===== config.mk =====
export PLATFORM = sky130hd
export DESIGN_NAME = addertree9_sched
export DESIGN_NICKNAME = d
export VERILOG_FILES = /design/src/rtl/addertree9_sched.sv
export SDC_FILE = /design/constraint.sdc
export NUM_CORES = 1
export LEC_CHECK = 0
export CAP_MARGIN = 15
export CORE_ASPECT_RATIO = 0.5
export CORE_MARGIN = 10
export CORE_UTILIZATION = 28
export CTS_BUF_LIST = sky130_fd_sc_hd__clkbuf_4
export CTS_CLUSTER_DIAMETER = 100
export DETAILED_ROUTE_END_ITERATION = 16
export PLACE_DENSITY = 0.61
export RECOVER_POWER = 25
export SYNTH_ARGS = -nofsm -noshare
export SYNTH_HDL_FRONTEND = slang
export SYNTH_SLANG_ARGS = --single-unit
export TNS_END_PERCENT = 30

===== constraint.sdc =====
create_clock -name clk -period 19.3 [get_ports clk]
set_input_delay 5.79 -clock clk [delete_from_list [all_inputs] [get_ports clk]]
set_output_delay 5.79 -clock clk [all_outputs]
set_load 0.005 [all_outputs]

===== src/rtl/addertree9_sched.sv =====
// addertree9_sched
//   Schedules jobs of nine-operand fp16 windows onto an external 9-input adder
//   tree. The tree is a one-stage pipeline: its output is valid one edge after
//   tree_a changes. Sums are collected in a small output FIFO. Issue is
//   throttled so that the FIFO can absorb every window already in flight,
//   which means the FIFO can never overflow.
//
//   state | meaning
//   ------+------------------------------------------------------------
//   IDLE  | waiting for start; len sampled with start
//   RUN   | accepting windows until issued == len
//   DRAIN | all windows issued; waiting for retired == len, then done
//
// Ports
//   clk, rst         clock, asynchronous active-high reset
//   start, len       job request and window count (sampled in IDLE only)
//   in_valid/in_data/in_ready   operand window handshake (9 x fp16)
//   tree_a           registered operands to the adder tree
//   tree_dout        adder tree sum
//   out_valid/out_data/out_ready  result handshake (FIFO head)
//   busy             job active (RUN or DRAIN)
//   done             one-cycle pulse when a job completes
module addertree9_sched #(
  parameter int OBUF_DEPTH = 4,
  parameter int LEN_W      = 16
) (
  input  logic             clk,
  input  logic             rst,
  input  logic             start,
  input  logic [LEN_W-1:0] len,
  input  logic             in_valid,
  input  logic [143:0]     in_data,
  output logic             in_ready,
  output logic [143:0]     tree_a,
  input  logic [15:0]      tree_dout,
  output logic             out_valid,
  output logic [15:0]      out_data,
  input  logic             out_ready,
  output logic             busy,
  output logic             done
);

  localparam int PTR_W = $clog2(OBUF_DEPTH);
  localparam logic [PTR_W+1:0] DEPTH_P   = (PTR_W+2)'(OBUF_DEPTH);
  localparam logic [PTR_W:0]   DEPTH_OCC = (PTR_W+1)'(OBUF_DEPTH);

  typedef enum logic [1:0] {S_IDLE, S_RUN, S_DRAIN} state_t;

  state_t           state_q, state_d;
  logic [LEN_W-1:0] len_q, issued_q, retired_q;
  logic             v1_q, v2_q;
  logic [15:0]      obuf_q [OBUF_DEPTH];
  logic [PTR_W-1:0] wr_ptr_q, rd_ptr_q;
  logic [PTR_W:0]   occ_q;
  logic [PTR_W+1:0] pending;
  logic             done_q, done_d, job_load;
  logic             accept, push, pop, last_issue, last_retire;

  // Buffered results plus windows still inside the tree pipeline.
  assign pending     = {1'b0, occ_q} + (PTR_W+2)'(v1_q) + (PTR_W+2)'(v2_q);
  assign in_ready    = (state_q == S_RUN) && (issued_q < len_q) && (pending < DEPTH_P);
  assign accept      = in_valid && in_ready;
  assign push        = v2_q;
  assign out_valid   = (occ_q != '0);
  assign pop         = out_valid && out_ready;
  assign out_data    = obuf_q[rd_ptr_q];
  assign last_issue  = (issued_q + LEN_W'(1)) == len_q;
  assign last_retire = (retired_q + LEN_W'(1)) == len_q;
  assign busy        = (state_q != S_IDLE);
  assign done        = done_q;

  always_ff @(posedge clk or posedge rst) begin
    if (rst) begin
      state_q <= S_IDLE;
      done_q  <= 1'b0;
    end else begin
      state_q <= state_d;
      done_q  <= done_d;
    end
  end

  always_comb begin
    state_d  = state_q;
    done_d   = 1'b0;
    job_load = 1'b0;
    unique case (state_q)
      S_IDLE: begin
        if (start) begin
          if (len != '0) begin
            state_d  = S_RUN;
            job_load = 1'b1;
          end else begin
            done_d = 1'b1;
          end
        end
      end
      S_RUN: begin
        if (accept && last_issue) state_d = S_DRAIN;
      end
      S_DRAIN: begin
        if (pop && last_retire) begin
          state_d = S_IDLE;
          done_d  = 1'b1;
        end
      end
      default: state_d = S_IDLE;
    endcase
  end

  always_ff @(posedge clk or posedge rst) begin
    if (rst) begin
      len_q     <= '0;
      issued_q  <= '0;
      retired_q <= '0;
    end else if (job_load) begin
      len_q     <= len;
      issued_q  <= '0;
      retired_q <= '0;
    end else begin
      if (accept) issued_q  <= issued_q + LEN_W'(1);
      if (pop)    retired_q <= retired_q + LEN_W'(1);
    end
  end

  // v1/v2 tag the window in tree_a and the window whose sum is on tree_dout.
  always_ff @(posedge clk or posedge rst) begin
    if (rst) begin
      v1_q   <= 1'b0;
      v2_q   <= 1'b0;
      tree_a <= '0;
    end else begin
      v1_q <= accept;
      v2_q <= v1_q;
      if (accept) tree_a <= in_data;
    end
  end

  always_ff @(posedge clk or posedge rst) begin
    if (rst) begin
      for (int i = 0; i < OBUF_DEPTH; i++) obuf_q[i] <= '0;
      wr_ptr_q <= '0;
      rd_ptr_q <= '0;
      occ_q    <= '0;
    end else begin
      if (push) begin
        obuf_q[wr_ptr_q] <= tree_dout;
        wr_ptr_q         <= wr_ptr_q + PTR_W'(1);
      end
      if (pop) rd_ptr_q <= rd_ptr_q + PTR_W'(1);
      case ({push, pop})
        2'b10:   occ_q <= occ_q + (PTR_W+1)'(1);
        2'b01:   occ_q <= occ_q - (PTR_W+1)'(1);
        default: ;
      endcase
    end
  end

  // The issue throttle makes a push into a full buffer unreachable.
  a_no_overflow: assert property (@(posedge clk) disable iff (rst) !(push && (occ_q == DEPTH_OCC)));

endmodule


## Word-level counts from Yosys, hierarchy flattened

Index checks and enable logic that the tools add are counted.

- Add/subtract/negate cells: 8
- $mul: 0
- Div/mod/pow operators: 0
- Order comparisons: 5
- Equality and inequality tests: 10
- Shift-type cells: 0
- Muxes and demuxes: 23
- Bitwise logic cells: 2
- Reduce and logical (&&, ||, !) cells: 15

Operator list:

| operator | number |
|---|---|
| $mux 16 | 7 |
| $bwmux 64 | 1 |
| $add 16x1->16 const B | 2 |
| $bmux 16 s2 | 1 |
| $demux 16 s2 | 1 |
| $eq 16x16->1 | 2 |
| $lt 16x16->1 | 1 |
| $reduce_bool 16->1 | 1 |
| $mux 2 | 4 |
| $reduce_bool 2->1 | 4 |
| $logic_and 1x1->1 | 7 |
| $ge 3x3->1 const B | 2 |
| $mux 1 | 6 |
| $ne 2x2->1 const B | 3 |
| $not 2->3 | 2 |
| $pmux 2 s3 | 1 |
| $pmux 3 s2 | 1 |
| $add 2x1->2 const B | 2 |
| $add 3x1->4 | 1 |
| $add 4x1->4 | 1 |
| $eq 2x1->1 const B | 2 |
| $eq 2x2->1 const B | 2 |
| $lt 4x3->1 const B | 1 |
| $reduce_and 4->1 | 1 |
| 7 further kinds | 7 |

- Register bits after elaboration: 268
- Bits in latches: 0
- RAM bits: 0
- ROM bits: 0
- Input bits: 181
- Output and inout bits: 164
- Logic and storage cells: 78
- Memories: 0

## Longest topological paths before layout

- Word-level depth: 8
- Depth in mapped cells: 13
- Mapped depth without buffers: 11

## Least setup slack after synthesis

No wires, ideal clock.

- Kind: register -> output
- Start point: reg rd_ptr_q[0]
- End point: out out_data[10]
- Data arrival time: 1796 ps
- Required time: 13510 ps
- Slack: 11714 ps
- Cell stages (with the launch flop): 4
- Path buffers: 2
- Path through: dfrtp_1 -> clkbuf_1 -> clkbuf_1 -> mux4_2

- Word-level cells in the longest chain between the ends: 4

Ends and longest elaborated chain:

| item | RTL line | source |
|---|---|---|
| start: declaration | 53 | `logic [PTR_W-1:0] wr_ptr_q, rd_ptr_q;` |
| start signal: assignment | 149 | `if (pop) rd_ptr_q <= rd_ptr_q + PTR_W'(1);` |
| $not 2->3 (implied by the code) | 66 | `assign out_data = obuf_q[rd_ptr_q];` |
| $bmux 16 s2 | 66 |  |
| $mux 16 (implied by the code) (2 in a row) | 66 |  |
| end: declaration | 37 | `output logic [15:0] out_data,` |

No other way between the ends. The select of a mux whose other input is x is not followed.

==> flow_summary.toml <==
[placement]
dp_hpwl_um = 28400
io_buffers = 344
dpl.cell_count = 1829
routabilityCongestion = 0.837

[route]
drt_iter0_drc = 473
drcViolationCount = 0
routed_wl_um = 38000
wire_per_inst_um = 19.5
via_per_inst = 4.62
dr_total_vias = 9014
dr.pass1.iters = 5
ant_nets = 0

[sta]
fmax_mhz = 95.7
rsz0062_at_grt = "no"
holdWs_ns = 0.368
fin_setup_tns_ns = 0
fin_skew_ns = 0.0498
final-setup-viol-count = 0
slew_viol_final = 140
min_period_ns = 10.44
period_share_pct = 54.1
relSlewSlack_pct = -316
hold_viol_final = 0
max_slew.worst_pin.slew_ns = 6.21

[outcome]
violations = "max-capacitance violations, max-slew violations"
status = "finished, violations left"

[global_route]
grt_pass1_wl_um = 58200
grt_pass1_vias = 9847
grt_usage_pct = 13.6
grt_max_degree = 140
grt-ovfl-total = 0
antenna_found_initial = 6

[power_and_ir_drop]
peakVddDrop_mv = 0.0551
powerDensity_nw_per_um2 = 148
leakage_nw = 7.25
total_power_w = 0.00255

[clocking]
cts_tree = "done"
cts_setup_buffers = 0
numCtsBuffers = 72
clock_latency_ns = 0.74
h-tree-depth = 3
path_clk_slew_ns = 0.07
clock-sinks = 268
cts_hold_buf = 0
cts_root_buf = "clkbuf_4"
post_cts_resized = 0
clk_path_buf_depth = 3

[job]
cap_violations = 1

[cells_and_area]
mostFrequentLayoutCells = "326 x clkdlybuf4s50_1, 268 x dfrtp_1, 142 x mux2_2"
nets = 1522
areaGrowthSynthToFinish_pct = 38.7
fillCellCount = 4169
instances_no_fill = 1951
final_util_pct = 39.5
final_common_cell = "clkdlybuf4s50_1"
drive_above_1_share_pct = 25.6

[setup_path]
worstSetupPathType = "input port to asynchronous set/reset pin"
crit_chain = "dlygate4sd3_1 -> clkinvlp_2 -> buf_4"
path_delay_family = "buffers and inverters"
cp_max_fo = 139
worstSetupEndpointType = "asynchronous set/reset pin"
worst_path_largest_cell_delay_ns = 3.43
crit_buf_inv = 3
slowest_stage = "clkinvlp_2"
startpoint_type = "input port"
critPathArrivalTime_ns = 11.13
critPathRequiredTime_ns = 19.98

[synth]
syn_area_sq_um = 12500
synth_nets = 1144
synth_edf_count = 0
yosysSeqAreaShare_pct = 53.8
synthFlopType = "dfrtp_1"
yosys_register_bits = 268
ys_types = 72
syn_inst = 938
avgSynthCellArea_sq_um = 13.3
synthArstFlopShare_pct = 100
synth_warnings = 0

[floorplanning]
rows = 54
ios = 345
initial_core_util_pct = 28.5
core-area_sq_um = 43800
dieArea_sq_um = 53900
die_w_um = 318
die_h_um = 169

[hold_path]
hp-class = "flop to flop"
[worst register-to-register path, stage by stage, from the launching register on]
cell       delay, ns
dfrtp_1         0.50
inv_1           0.10
ha_1            0.32
a21o_1          0.16
a21o_1          0.18
a2111oi_2       0.39
o211ai_2        0.28
inv_2           0.16
nand2_2         0.14
inv_6           0.66
buf_4           1.02
mux2_2          0.53
[cell type report]
class | count | area (sq um) | area share (%)
timing repair buffer | 349 | 3490 | 20.2
tap | 588 | 736 | 4.26
clock inverter | 21 | 151 | 0.876
clock buffer | 98 | 736 | 4.26
multi-input combinational | 590 | 5330 | 30.8
antenna | 2 | 5.00 | 0.0289
sequential | 268 | 6710 | 38.8
inverter | 35 | 138 | 0.796
[sequential cells by signal, summed over array words and instances, names as in the netlist, 2 cells and up]
signal     flops
issued_q      16
tree_a       144
retired_q     16
wr_ptr_q       2
len_q         16
obuf_q        64
state_q        2
rd_ptr_q       2
occ_q          3
[kinds of logic after synthesis]
logic type                 synth area share [%]
and+or+nand+nor                            7.89
buffers and inverters                      3.44
adders and majority gates                  2.57
muxes                                      23.7
AOI/OAI and AO/OA                          4.90
xor gates and xnor gates                   3.65
DFF                                        53.8
[through the flow]
stage,cell area (sq um),setup WS [ns]
after global routing,17300,7.75
after floorplan,12500,6.13
after global placement,16400,10.58
final,17300,8.86
after CTS,17300,10.04
after detailed placement,16400,10.52
[path summary, 6_finish.rpt]
kind | startpoint | end | slack (ns) | cells after the start
max | rst | len_q[15]$_DFFE_PP0P_ | 8.86 | 3
min | v1_q$_DFF_PP0_ | push$_DFF_PP0_ | 0.37 | 0
max reg2reg | len_q[9]$_DFFE_PP0P_ | tree_a[92]$_DFFE_PP0P_ | 14.70 | 11
min reg2reg | v1_q$_DFF_PP0_ | push$_DFF_PP0_ | 0.37 | 0
max in group clk | len_q[9]$_DFFE_PP0P_ | in_ready | 10.13 | 8
min in group asynchronous | rst | tree_a[112]$_DFFE_PP0P_ | 7.46 | 2
[per-layer routing]
layer / global-route usage (%) / vias up / share of wire, %
li1: - / 4148 / -
met1: 15.1 / 4602 / 38
met2: 25.9 / 188 / 56
met3: 2.68 / 74 / 3.4
met4: 4.66 / 2 / 2.5
met5: 0 / - / 0.029
[cell usage after synthesis, types with 12 or more instances]
cell type,count,share of area (%)
o21ai_0,42,1.7
mux2_4,60,7.2
xor2_1,26,1.8
dfrtp_1,268,54
xnor2_1,26,1.8
inv_1,31,0.93
nor2_1,33,0.99
nand3_1,21,0.84
nand2_1,52,1.6
clkbuf_1,20,0.60
nor3_1,15,0.60
mux2_2,142,13
ha_1,24,2.4
a21oi_1,20,0.80
mux4_2,16,2.9
nor4_1,12,0.60
[report_power, final]
part,leakage [nW],total [W],switching (W),internal [W]
Sequential,3.15,0.000975,0.000168,0.000807
Clock,0.517,0.000508,0.000246,0.000262
Combinational,3.58,0.00107,0.000366,0.000702
(Power assumes the default switching activity.)
